[src/rtl/cpu_controller.sv]
// Control-unit FSM for the simple microprocessor: sequences each instruction
// through FETCH, DECODE and EXECUTE and decodes the datapath control strobes.
module cpu_controller #(
    parameter int OPCODE_WIDTH = 3,
    parameter int NUM_STATES   = 3
) (
    input  logic                    Clk,
    input  logic                    Reset,
    input  logic [OPCODE_WIDTH-1:0] Opcode,
    output logic                    PC_Clr,
    output logic                    PC_Load,
    output logic                    PC_Inc,
    output logic                    IR_Load,
    output logic                    Reg_Load,
    output logic                    Alu_Add,
    output logic                    Alu_Sub,
    output logic                    Alu_Mul,
    output logic                    Alu_Pass,
    output logic                    Ram_Data_Read,
    output logic                    Ram_Data_Write,
    output logic                    Ram_Inst_Read,
    output logic                    Load_M,
    output logic                    Load_I
);

    // One extra encoding beyond the instruction cycles is needed for RESET.
    localparam int STATE_W = $clog2(NUM_STATES + 1);

    typedef enum logic [STATE_W-1:0] {
        ST_RESET,
        ST_FETCH,
        ST_DECODE,
        ST_EXECUTE
    } state_t;

    // Power-on value keeps the strobes defined before the first reset edge.
    state_t state = ST_RESET;

    logic [2:0] op;
    assign op = Opcode[2:0];

    always_ff @(posedge Clk) begin
        if (!Reset) begin
            state <= ST_RESET;
        end else begin
            case (state)
                ST_RESET:   state <= ST_FETCH;
                ST_FETCH:   state <= ST_DECODE;
                ST_DECODE:  state <= ST_EXECUTE;
                ST_EXECUTE: state <= ST_FETCH;
                default:    state <= ST_RESET;
            endcase
        end
    end

    always_comb begin
        PC_Clr         = 1'b0;
        PC_Load        = 1'b0;
        PC_Inc         = 1'b0;
        IR_Load        = 1'b0;
        Reg_Load       = 1'b0;
        Alu_Add        = 1'b0;
        Alu_Sub        = 1'b0;
        Alu_Mul        = 1'b0;
        Alu_Pass       = 1'b0;
        Ram_Data_Read  = 1'b0;
        Ram_Data_Write = 1'b0;
        Ram_Inst_Read  = 1'b0;
        Load_M         = 1'b0;
        Load_I         = 1'b0;
        case (state)
            ST_RESET: PC_Clr = 1'b1;
            ST_FETCH: begin
                Ram_Inst_Read = 1'b1;
                IR_Load       = 1'b1;
            end
            ST_DECODE: PC_Inc = 1'b1;
            ST_EXECUTE: begin
                // Unknown opcodes fall through to default and behave as NOP.
                case (op)
                    3'b001: begin
                        Load_M        = 1'b1;
                        Ram_Data_Read = 1'b1;
                        Reg_Load      = 1'b1;
                    end
                    3'b010: begin
                        Load_I   = 1'b1;
                        Reg_Load = 1'b1;
                    end
                    3'b011: begin
                        Load_M         = 1'b1;
                        Alu_Pass       = 1'b1;
                        Ram_Data_Write = 1'b1;
                    end
                    3'b100: begin
                        Alu_Add  = 1'b1;
                        Reg_Load = 1'b1;
                    end
                    3'b101: begin
                        Alu_Sub  = 1'b1;
                        Reg_Load = 1'b1;
                    end
                    3'b110: begin
                        Alu_Mul  = 1'b1;
                        Reg_Load = 1'b1;
                    end
                    3'b111:  PC_Load = 1'b1;
                    default: ;
                endcase
            end
            default: ;
        endcase
    end

endmodule

[config.mk]
export PLATFORM = sky130hd
export DESIGN_NAME = cpu_controller
export DESIGN_NICKNAME = d
export VERILOG_FILES = /design/src/rtl/cpu_controller.sv
export SDC_FILE = /design/constraint.sdc
export NUM_CORES = 1
export LEC_CHECK = 0
export CORE_AREA = 2 2 39 41
export CTS_CLUSTER_DIAMETER = 100
export DETAILED_ROUTE_END_ITERATION = 10
export DIE_AREA = 0 0 41 43
export GPL_TIMING_DRIVEN = 0
export SLEW_MARGIN = 40
export SYNTH_ARGS = -nofsm -noshare
export SYNTH_HDL_FRONTEND = slang
export SYNTH_SLANG_ARGS = --single-unit
[constraint.sdc]
create_clock -name Clk -period 3.3 [get_ports Clk]
set_input_delay 0.99 -clock Clk [delete_from_list [all_inputs] [get_ports Clk]]
set_output_delay 0.99 -clock Clk [all_outputs]
set_load 0.005 [all_outputs]
======== After elaboration in Yosys (flattened, before gate mapping) ========
Index checks and enable logic that the tools add are counted.
operators by class
  multiplexer cells ....................... 22
  equality and inequality tests ........... 10
  reduce and logical (&&, ||, !) cells .... 4
operators with widths
  kind                count
  $mux 1              21
  $eq 3x3->1 const B  4
  $eq 3x2->1 const B  2
  $pmux 2 s3          1
  $reduce_or 5->1     1
  $eq 2x2->1 const B  2
  $reduce_or 2->1     2
  $eq 3x1->1 const B  1
  $eq 2x1->1 const B  1
  $logic_not 2->1     1
storage, ports and cells
  logic and storage cells ................. 37
  flip-flop bits (word level) ............. 2
  bits of input ports ..................... 5
  output and inout port bits .............. 14

======== Logic depth before layout (Yosys ltp) ========
Gate-level depths: netlist of the first run.
  word-level depth ........................ 4
  mapped depth ............................ 4
  depth with buffers taken out ............ 3

======== Least setup slack after synthesis of the first run ========
No wires, ideal clock.
  path type ............................... input -> output
  start point ............................. input port Opcode[0]
  end point ............................... output port Reg_Load
  required time ........................... 2.310 ns
  slack ................................... 0.791 ns
  stages .................................. 2
  data arrival time ....................... 1.519 ns
  cell sequence ........................... or3_1 -> and3_1
on the way
  longest elaborated chain between the ends .. 4
  elaborated cells on any way between the ends .. 8
ends and longest elaborated chain
  what                                RTL line  source
  start, declared                     9         input logic [OPCODE_WIDTH-1:0] Opcode,
  $eq 3x2->1 (tied with other cells)  80        case (op)
  $reduce_or 5->1 (no line) *         -
  $mux 1 *                            80
  $mux 1 *                            71        case (state)
  end, declared                       14        output logic Reg_Load,
Every way passes the cells marked *; elsewhere a longest branch is shown, timed or not.

======== Final worst setup path of the first run ========
  start point ............................. input port Opcode[0]
  end point ............................... output port Alu_Sub
on the way
  longest elaborated chain between the ends .. 3
ends and longest elaborated chain
  what           RTL line  source
  $eq 3x3->1     80
  $mux 1         80
  $mux 1         71
  end, declared  16        output logic Alu_Sub,
No other way between the ends.

==> results of run 1 <==
cell type report:
type                    count  area, µm²
well taps                  16       20.0
flip-flops and latches      2       40.0
inverters                   3       11.3
multi-input cells          22        161
repair buffers             18        179
fillers                   153        935
plain buffers               2       15.0
clock buffers               3       22.5
critical path: cells and delay by family:
family / cells / cell delay (ns)
simple gates: 2 / 0.36
buf+inv: 2 / 0.78
metrics by stage:
stage                     power [W]  TNS (ns)  area (µm²)
after CTS                  0.000131         0         442
after detailed placement  0.0000734    -0.456         413
final                      0.000126         0         449
after floorplan           0.0000479         0         213
after global placement    0.0000730    -0.405         413
after global routing       0.000138         0         449
worst paths after layout:
kind	from	to	slack (ns)	cells after the start
min	state[0]$_SDFF_PN0_	state[0]$_SDFF_PN0_	0.63	2
max	Opcode[0]	Alu_Sub	0.18	4
min reg2reg	state[0]$_SDFF_PN0_	state[0]$_SDFF_PN0_	0.63	2
max reg2reg	state[0]$_SDFF_PN0_	state[1]$_SDFF_PN0_	2.32	3
layer usage:
metal  up-vias  wire length (µm)  global-route usage
met5         -                 0                   0
met3         0                21              0.0314
met1       111               176              0.0831
met4         0                 0              0.0800
met2         5               312               0.100
li1        129                 -                   -
kinds of logic after synthesis:
family	synth area share
adder cells (fa/ha/maj)	0.294
flip-flops	0.188
buffers and inverters	0.124
AND/OR/NAND/NOR	0.394
power by group:
group / total [W] / switching [W] / internal (W)
Combinational: 0.0000421 / 0.0000158 / 0.0000263
Clock: 0.0000539 / 0.0000138 / 0.0000401
Sequential: 0.0000304 / 0.00000286 / 0.0000275
Total: 0.000126 / 0.0000324 / 0.0000939
what timing repair did:
action | CTS | global route
resized for setup | 5 | 2
cloned | 0 | 0
setup endpoints to repair | 4 | 2
placed cells by master (no fill, tap or decap):
cell | netlist | layout
or3_1 | 1 | 1
inv_1 | 3 | 3
and2_1 | 1 | 1
nor3_1 | 1 | 1
nand2b_4 | 0 | 1
clkdlybuf4s50_1 | 0 | 14
and3_1 | 1 | 1
nor2_4 | 0 | 1
dlymetal6s2s_1 | 0 | 1
dfxtp_1 | 2 | 2
nand2_1 | 2 | 2
nand2b_1 | 2 | 1
or2b_1 | 1 | 1
dlygate4sd2_1 | 0 | 3
ha_1 | 5 | 5
clkbuf_4 | 0 | 3
buf_4 | 2 | 2
nor2b_1 | 1 | 1
nor2_1 | 7 | 6
==> flow_metrics.py, run 1 <==
metrics = {
    "synthesis": {
        "ys_ff_latch": 2,
        "ys_top_cells_by_count": "7 x nor2_1, 5 x ha_1, 3 x inv_1",
        "synth_top_cell_area_share": 0.294,
        "synth_cell_types": 13,
        "ys_seq_area_frac": 0.188,
        "synth_nets": 39,
        "syn_inst": 29,
        "synth_ff_type": "dfxtp_1",
        "synth_area_per_cell_um2": 7.33,
        "synth_most_common_cell": "nor2_1",
        "synth-async-reset-ratio": 0,
        "synthTopCellsByArea": "ha_1 29%, dfxtp_1 19%, nor2_1 12%, buf_4 7.1%, nand2b_1 5.9%",
        "synth_edf_count": 0,
        "synth.largest_area_cell": "ha_1",
        "synthesis.area_um2": 213,
        "ys_warn_count": 0,
    },
    "final_layout": {
        "fin_util": 0.325,
        "diodes": 0,
        "synthToLayoutAreaGrowth_pct": 111,
        "reg_top3": "state x2",
        "final_cell_count_no_fill": 66,
        "drive_gt1_frac": 0.140,
        "final_nets": 62,
        "largest_register_ffs": 2,
        "regMostFlops": "state",
    },
    "critical_path": {
        "worst-path-max-fanout": 6,
        "required_ns": 2.31,
        "cp_slowest_cell": "clkdlybuf4s50_1",
        "cp-end-kind": "output port",
        "crit_type": "primary input to output port",
        "crit_chain": "dlygate4sd2_1 -> or2b_1 -> nor2_1 -> clkdlybuf4s50_1",
        "arrival_ns": 2.13,
        "slowest_delay_ns": 0.50,
        "worstSetupStartpointType": "primary input",
    },
    "timing": {
        "tightest_slew_ns": 0.168,
        "layout_setup_ws_ns": 0.176,
        "slew_violations": 0,
        "finalCriticalPeriod_ns": 3.12,
        "fin_crit_sh": 0.947,
        "maxSlewHeadroom": 0.888,
        "rsz0062_at_grt": "no",
        "fmax_mhz": 320,
        "hold_violations": 0,
        "fin_hold_ws_ns": 0.629,
        "finalClockSkew_ns": 0.00312,
        "finalSetupViolCount": 0,
    },
    "drt": {
        "drt_wl_total_um": 509,
        "drt_first_pass_iters": 4,
        "vias_per_cell": 3.71,
        "vias": 245,
        "drc": 0,
        "drt-wirelength-per-cell_um": 7.71,
        "drt_iter0_markers": 4,
        "ant_nets": 0,
    },
    "die": {
        "die_x_um": 41,
        "fp.coreArea_um2": 1380,
        "ios": 19,
        "start_util": 0.154,
        "fp.dieH_um": 43,
        "rows": 14,
        "die_area_um2": 1760,
    },
    "flow_run": {
        "drv_cap": 0,
    },
    "clocking": {
        "clock_sinks": 2,
        "path_clk_slew_ns": 0.03,
        "cts_buffer_depth": 2,
        "cts_root_buf": "clkbuf_4",
        "post_cts_buffers": 0,
        "numCtsBuffers": 3,
        "htree_num_levels": 1,
        "hold_buffers": 0,
        "cts_tree": "built",
        "clk_latency_ns": 0.22,
    },
    "power_and_ir_drop": {
        "power_density_nw_per_um2": 281,
        "irDropWorstVdd_uv": 113,
        "power.leakage_nw": 0.209,
    },
    "global_routing": {
        "grt_pass1_wl_um": 862,
        "antenna_found_initial": 0,
        "overflow": 0,
        "grt_pass1_vias": 228,
        "grt_max_degree": 7,
        "grt_use_total": 0.0762,
    },
    "placement": {
        "pre_cts_ws_ns": -0.176,
        "place_congestion": 0.632,
        "dp_hpwl_um": 426,
        "placedCellCount": 63,
        "place.port_buffers": 18,
    },
    "min_path": {
        "hold_path.class": "flip-flop to flip-flop",
    },
    "status": {
        "status": "finished clean",
    },
}
(Power assumes the default switching activity.)
==> run 2: changes to the inputs <==
--- a/config.mk
+++ b/config.mk
@@ -5,6 +5,7 @@
 export SDC_FILE = /design/constraint.sdc
 export NUM_CORES = 1
 export LEC_CHECK = 0
+export ABC_AREA = 1
 export CORE_AREA = 2 2 39 41
 export CTS_CLUSTER_DIAMETER = 100
 export DETAILED_ROUTE_END_ITERATION = 10
==> run 2 against run 1 <==
Total power up 2.6%. Cell count rose by 6.1%. Sequential cell count unchanged. Non-clock buffer count did not move. Setup slack lost 0.0083 ns. Worst hold slack about the same. Sequential power about the same. Synthesized area is the same. Fmax down 0.27%. Highest routed layer is now met4.
==> flow_metrics.py, run 2 <==
metrics = {
    "clocking": {
        "cts_tree": "built",
        "clk_latency_ns": 0.23,
        "path_clk_slew_ns": 0.03,
        "htree_num_levels": 1,
        "post_cts_buffers": 0,
        "cts_root_buf": "clkbuf_4",
        "clock_sinks": 2,
        "hold_buffers": 0,
        "cts_buffer_depth": 2,
        "numCtsBuffers": 3,
    },
    "final_layout": {
        "largest_register_ffs": 2,
        "layout_commonest_cell": "clkdlybuf4s50_1",
        "diodes": 0,
        "final_nets": 66,
        "final_cell_mix": "15 x clkdlybuf4s50_1, 8 x nor2_1, 5 x ha_1",
        "reg_top3": "state x2",
        "regMostFlops": "state",
        "synthToLayoutAreaGrowth_pct": 108,
        "drive_gt1_frac": 0.185,
    },
    "critical_path": {
        "r2r_cells": 4,
        "cpLargestDelayFamily": "buffers and inverters",
        "cp_num_buf_inv": 3,
        "arrival_ns": 2.14,
        "cp_slowest_cell": "clkdlybuf4s50_1",
        "worstSetupStartpointType": "primary input",
        "required_ns": 2.31,
        "worstSetupPathDepth": 5,
        "rrSetupSlack_ns": 2.36,
        "startpoint": "Opcode[0]",
        "endpoint": "Ram_Data_Read",
        "slowest_delay_ns": 0.50,
        "reg2reg_to": "state[1]$_SDFF_PN0_",
        "worst-path-max-fanout": 4,
        "crit_type": "primary input to output port",
        "crit_chain": "dlygate4sd2_1 -> inv_2 -> or2_1 -> nor2_1 -> clkdlybuf4s50_1",
        "cp-end-kind": "output port",
        "r2r_start": "state[0]$_SDFF_PN0_",
    },
    "flow_run": {
        "drv_cap": 0,
    },
    "synthesis": {
        "synth_edf_count": 0,
        "syn_inst": 33,
        "muxShareOfSynthArea": 0,
        "ys_top_cells_by_count": "9 x nor2_1, 6 x nand2_1, 5 x ha_1, 5 x inv_1",
        "ys_warn_count": 0,
        "synth_nets": 43,
        "synth_cell_types": 10,
        "yosys.area_share.simple": 0.318,
        "synth_ff_type": "dfxtp_1",
        "synthXorXnorAreaFrac": 0,
        "yosys.area_share.adder": 0.294,
        "synth_area_per_cell_um2": 6.45,
        "synthTopCellsByArea": "ha_1 29%, dfxtp_1 19%, nor2_1 16%, nand2_1 11%, inv_1 8.8%",
        "synth_top_family_by_area": "simple AND/OR/NAND/NOR gates",
        "synth_top_cell_area_share": 0.294,
        "synth.largest_area_cell": "ha_1",
        "synth_most_common_cell": "nor2_1",
        "synth_compound_area_frac": 0.0235,
        "ys_seq_area_frac": 0.188,
        "synthesis.area_um2": 213,
        "synth-async-reset-ratio": 0,
        "ys_ff_latch": 2,
    },
    "min_path": {
        "hold_depth": 2,
        "hold_path.class": "flip-flop to flip-flop",
    },
    "timing": {
        "finalCriticalPeriod_ns": 3.13,
        "fin_hold_ws_ns": 0.629,
        "fin_setup_tns_ns": 0,
        "rsz0062_at_grt": "no",
        "fmax_mhz": 319,
        "slew_violations": 0,
        "fin_crit_sh": 0.949,
        "tightest_slew_ns": 0.170,
        "finalClockSkew_ns": 0.00218,
        "finalSetupViolCount": 0,
        "hold_violations": 0,
        "maxSlewHeadroom": 0.887,
    },
    "placement": {
        "place_congestion": 0.604,
        "place.port_buffers": 18,
        "dp_hpwl_um": 442,
    },
    "power_and_ir_drop": {
        "internal-power_w": 0.0000935,
        "p_clk_frac": 0.430,
        "irDropWorstVdd_uv": 120,
        "power.leakage_nw": 0.211,
        "power_density_nw_per_um2": 293,
        "switchingPower_w": 0.0000362,
        "seqPwrFrac": 0.236,
        "power_frac_comb": 0.334,
        "p_sw_frac": 0.279,
    },
    "drt": {
        "drt_wl_total_um": 565,
        "drt-wirelength-per-cell_um": 8.07,
        "ant_nets": 0,
        "drt_first_pass_iters": 1,
        "drc": 0,
        "drt_iter0_markers": 0,
        "vias": 262,
        "vias_per_cell": 3.74,
    },
    "die": {
        "fp.coreArea_um2": 1380,
        "start_util": 0.154,
        "rows": 14,
        "fp.dieH_um": 43,
        "die_area_um2": 1760,
        "ios": 19,
        "die_x_um": 41,
    },
    "status": {
        "status": "finished clean",
    },
    "global_routing": {
        "grt_use_total": 0.0861,
        "grt_max_degree": 6,
        "grt_pass1_wl_um": 959,
        "grt_pass1_vias": 252,
        "antenna_found_initial": 0,
        "overflow": 0,
    },
}
==> run 2: cell types whose count changed in the layout (fill, tap and decap cells not counted), sizes merged, moves of 2 or more <==
cell	previous run	this run
inv	3	6
nor2	7	9
nand2b	2	0
nand2	2	6
==> run 2: layer usage <==
metal | part of all wire | track usage | up-vias | routed length (µm)
met5 | 0 | 0 | - | 0
met4 | 0.025 | 0.0800 | 0 | 14
met3 | 0.20 | 0.0681 | 2 | 111
met2 | 0.38 | 0.103 | 18 | 214
met1 | 0.40 | 0.0892 | 103 | 224
li1 | - | - | 139 | -
==> run 2: area by class of cell <==
class,count,area [µm²]
fillers,152,941
repair buffers,18,180
multi-input cells,23,143
flip-flops and latches,2,40.0
clock buffers,3,22.5
inverters,6,22.5
well taps,16,20.0
plain buffers,2,15.0
==> run 2: cells by family (layout without fill, tap and decap cells) <==
group | count (synthesis) | after routing
flops | 2 | 2
fa+ha+maj | 5 | 5
compound gates | 1 | 1
buf+inv | 8 | 29
simple gates | 17 | 17
==> run 2: how the worst min path moves through the flow <==
stage	start	end
finish	state[0]$_SDFF_PN0_	state[0]$_SDFF_PN0_
global route	state[0]$_SDFF_PN0_	state[0]$_SDFF_PN0_
CTS	state[0]$_SDFF_PN0_	state[0]$_SDFF_PN0_
detailed placement	state[0]$_SDFF_PN0_	state[0]$_SDFF_PN0_
global placement	state[0]$_SDFF_PN0_	state[0]$_SDFF_PN0_
floorplan	state[0]$_SDFF_PN0_	state[0]$_SDFF_PN0_
==> run 2: power by group through the flow <==
stage / registers [W] / logic (W) / clock network (W)
after floorplan: 0.0000301 / 0.0000188 / 0
after global placement: 0.0000309 / 0.0000433 / 0
after detailed placement: 0.0000309 / 0.0000436 / 0
after CTS: 0.0000307 / 0.0000438 / 0.0000590
after global routing: 0.0000312 / 0.0000494 / 0.0000622
final: 0.0000306 / 0.0000433 / 0.0000558
==> run 2: repair_timing <==
action / 4_1_cts / 5_1_grt
endpoints found under the setup margin: 4 / 1
endpoints found under the hold margin: 0 / 0
pin swaps: 0 / 1
gates resized for setup: 5 / 2
==> run 2: worst reg2reg max path: cells and delay by family (launching register included) <==
kind                     cells  cell delay, ns
buffers and inverters        2            0.11
adder cells (fa/ha/maj)      1            0.29
flip-flops                   1            0.38
AND/OR/NAND/NOR              1            0.06
==> run 2: through the flow <==
step | util | instances | setup WS (ns) | area, µm² | power, W
detailed placement | 0.298 | 67 | -0.107 | 413 | 0.0000746
floorplan | - | 33 | 0.915 | 213 | 0.0000488
global route | 0.320 | 70 | 0.0857 | 443 | 0.000143
global placement | 0.298 | 67 | -0.101 | 413 | 0.0000743
CTS | 0.318 | 70 | 0.0270 | 440 | 0.000133
finish | 0.320 | 70 | 0.168 | 443 | 0.000130
==> run 3: changes to the inputs <==
--- a/config.mk
+++ b/config.mk
@@ -6,11 +6,14 @@
 export NUM_CORES = 1
 export LEC_CHECK = 0
 export ABC_AREA = 1
-export CORE_AREA = 2 2 39 41
+export CELL_PAD_IN_SITES_DETAIL_PLACEMENT = 2
+export CELL_PAD_IN_SITES_GLOBAL_PLACEMENT = 2
+export CORE_MARGIN = 2
+export CORE_UTILIZATION = 13
 export CTS_CLUSTER_DIAMETER = 100
 export DETAILED_ROUTE_END_ITERATION = 10
-export DIE_AREA = 0 0 41 43
 export GPL_TIMING_DRIVEN = 0
+export PLACE_DENSITY_LB_ADDON = 0.1
 export SLEW_MARGIN = 40
 export SYNTH_ARGS = -nofsm -noshare
 export SYNTH_HDL_FRONTEND = slang
==> constraint.sdc (replaced) <==
create_clock -name Clk -period 3.3 [get_ports Clk]
set_input_delay 0.495 -clock Clk [delete_from_list [all_inputs] [get_ports Clk]]
set_output_delay 0.495 -clock Clk [all_outputs]
set_load 0.005 [all_outputs]
==> run 3 against run 2 <==
Global-route usage rose by 0.57 points. Sequential power about the same. Die area up 12%. Critical path depth is the same. Total power decreased by 0.96%. Cell area decreased by 1.7%. Register-to-register slack worse by 0.06 ns. Non-clock buffer count unchanged.
==> flow_metrics.py, run 3 (synthesis results as in run 2) <==
metrics = {
    "die": {
        "start_util": 0.140,
        "fp.dieH_um": 44.5,
        "fp.coreArea_um2": 1520,
        "die_x_um": 44.5,
        "ios": 19,
        "die_area_um2": 1980,
        "rows": 14,
    },
    "clocking": {
        "post_cts_buffers": 0,
        "clk_latency_ns": 0.22,
        "hold_buffers": 0,
        "htree_num_levels": 1,
        "numCtsBuffers": 3,
        "cts_buffer_depth": 2,
        "clock_sinks": 2,
        "cts-resized-gates": 0,
        "cts_root_buf": "clkbuf_4",
        "path_clk_slew_ns": 0.03,
        "cts_tree": "built",
    },
    "critical_path": {
        "cpLargestDelayFamily": "buffers and inverters",
        "worst-path-max-fanout": 4,
        "cp_common_cell": "clkdlybuf4s50_1",
        "slowest_delay_ns": 0.53,
        "cp_num_buf_inv": 3,
        "worstSetupStartpointType": "primary input",
        "crit_type": "primary input to output port",
        "required_ns": 2.80,
        "cp_slowest_cell": "clkdlybuf4s50_1",
        "cp-end-kind": "output port",
        "crit_chain": "clkdlybuf4s50_1 -> inv_2 -> or2_1 -> nor2_1 -> clkdlybuf4s50_1",
        "arrival_ns": 1.97,
    },
    "global_routing": {
        "grt_pass1_vias": 290,
        "grt_use_met2": 0.182,
        "use_met3": 0.0286,
        "grt_pass1_wl_mm": 1.29,
        "antenna_found_initial": 0,
        "overflow": 0,
        "grt_max_degree": 6,
        "grt_use_met1": 0.0847,
        "top_usage_layer": "met2",
        "grt_use_total": 0.0918,
    },
    "placement": {
        "placedCellCount": 67,
        "place.port_buffers": 18,
        "dp_hpwl_um": 685,
        "pre_cts_ws_ns": 0.837,
        "place_congestion": 0.615,
    },
    "timing": {
        "finalSetupViolCount": 0,
        "finalCriticalPeriod_ns": 2.46,
        "fin_crit_sh": 0.746,
        "layout_setup_ws_ns": 0.840,
        "slew_violations": 0,
        "fin_setup_tns_ns": 0,
        "hold_violations": 0,
        "rsz0062_at_grt": "no",
        "maxSlewHeadroom": 0.885,
        "fmax_mhz": 406,
        "tightest_slew_ns": 0.173,
        "finalClockSkew_ns": 0.00200,
    },
    "drt": {
        "ant_nets": 0,
        "drc": 0,
        "vias": 269,
        "drt_wl_total_um": 793,
        "drt_iter0_markers": 5,
        "vias_per_cell": 3.84,
        "drt-wirelength-per-cell_um": 11.3,
        "drt_first_pass_iters": 2,
    },
    "min_path": {
        "hold_path.class": "flip-flop to flip-flop",
    },
    "power_and_ir_drop": {
        "p_total_w": 0.000128,
        "power.leakage_nw": 0.200,
        "irDropWorstVdd_uv": 147,
        "power_density_nw_per_um2": 295,
    },
    "final_layout": {
        "regMostFlops": "state",
        "final_cell_mix": "18 x clkdlybuf4s50_1, 9 x nor2_1, 6 x nand2_1",
        "diodes": 0,
        "reg_top3": "state x2",
        "largest_register_ffs": 2,
        "drive_gt1_frac": 0.111,
        "final_cell_count_no_fill": 70,
        "synthToLayoutAreaGrowth_pct": 105,
        "final_nets": 66,
        "layout_commonest_cell": "clkdlybuf4s50_1",
    },
    "status": {
        "status": "finished clean",
    },
    "flow_run": {
        "drv_cap": 0,
    },
}
## run 3: changes by cell type in the layout (fill, tap and decap cells not counted), sizes merged
cell and delta:
clkdlybuf4s50 +3, dlygate4sd2 -2, dlymetal6s2s -1
## run 3: area by class of cell
cell class	instances	area, µm²
Multi-Input combinational cell	23	135
Fill cell	176	1090
Buffer	2	15.0
Inverter	6	22.5
Clock buffer	3	22.5
Sequential cell	2	40.0
Timing Repair Buffer	18	180
Tap cell	16	20.0
## run 3: final timing paths
| check | from | endpoint | slack [ns] | depth (start not counted) |
|---|---|---|---|---|
| min | state[0]$_SDFF_PN0_ | state[0]$_SDFF_PN0_ | 0.66 | 2 |
| max reg2reg | state[0]$_SDFF_PN0_ | state[1]$_SDFF_PN0_ | 2.30 | 4 |
| max | Opcode[0] | Ram_Data_Read | 0.84 | 5 |
| min reg2reg | state[0]$_SDFF_PN0_ | state[0]$_SDFF_PN0_ | 0.66 | 2 |
## run 3: layer usage
layer	vias to the layer above	routed length, µm	share of wire
li1	137	-	-
met1	127	302	0.38
met2	5	457	0.58
met3	0	33	0.042
met4	0	0	0
met5	-	0	0
## run 3: report_power, final
| group | switching [W] | leakage [nW] | internal (W) |
|---|---|---|---|
| Clock | 0.0000117 | 0.0138 | 0.0000399 |
| Combinational | 0.0000188 | 0.169 | 0.0000271 |
| Sequential | 0.00000331 | 0.0167 | 0.0000276 |
| Total | 0.0000338 | 0.200 | 0.0000946 |
## run 3: per-stage QoR
stage	hold WS [ns]	area, µm²	util
after global placement	0.613	413	0.271
final	0.662	435	0.286
after floorplan	0.583	213	-
after CTS	0.671	435	0.286
after detailed placement	0.667	413	0.271
after global routing	0.729	435	0.286
## run 3: worst min-delay path: stages (launching register included)
cell     delay, ns
dfxtp_1       0.39
ha_1          0.18
nor2_1        0.04
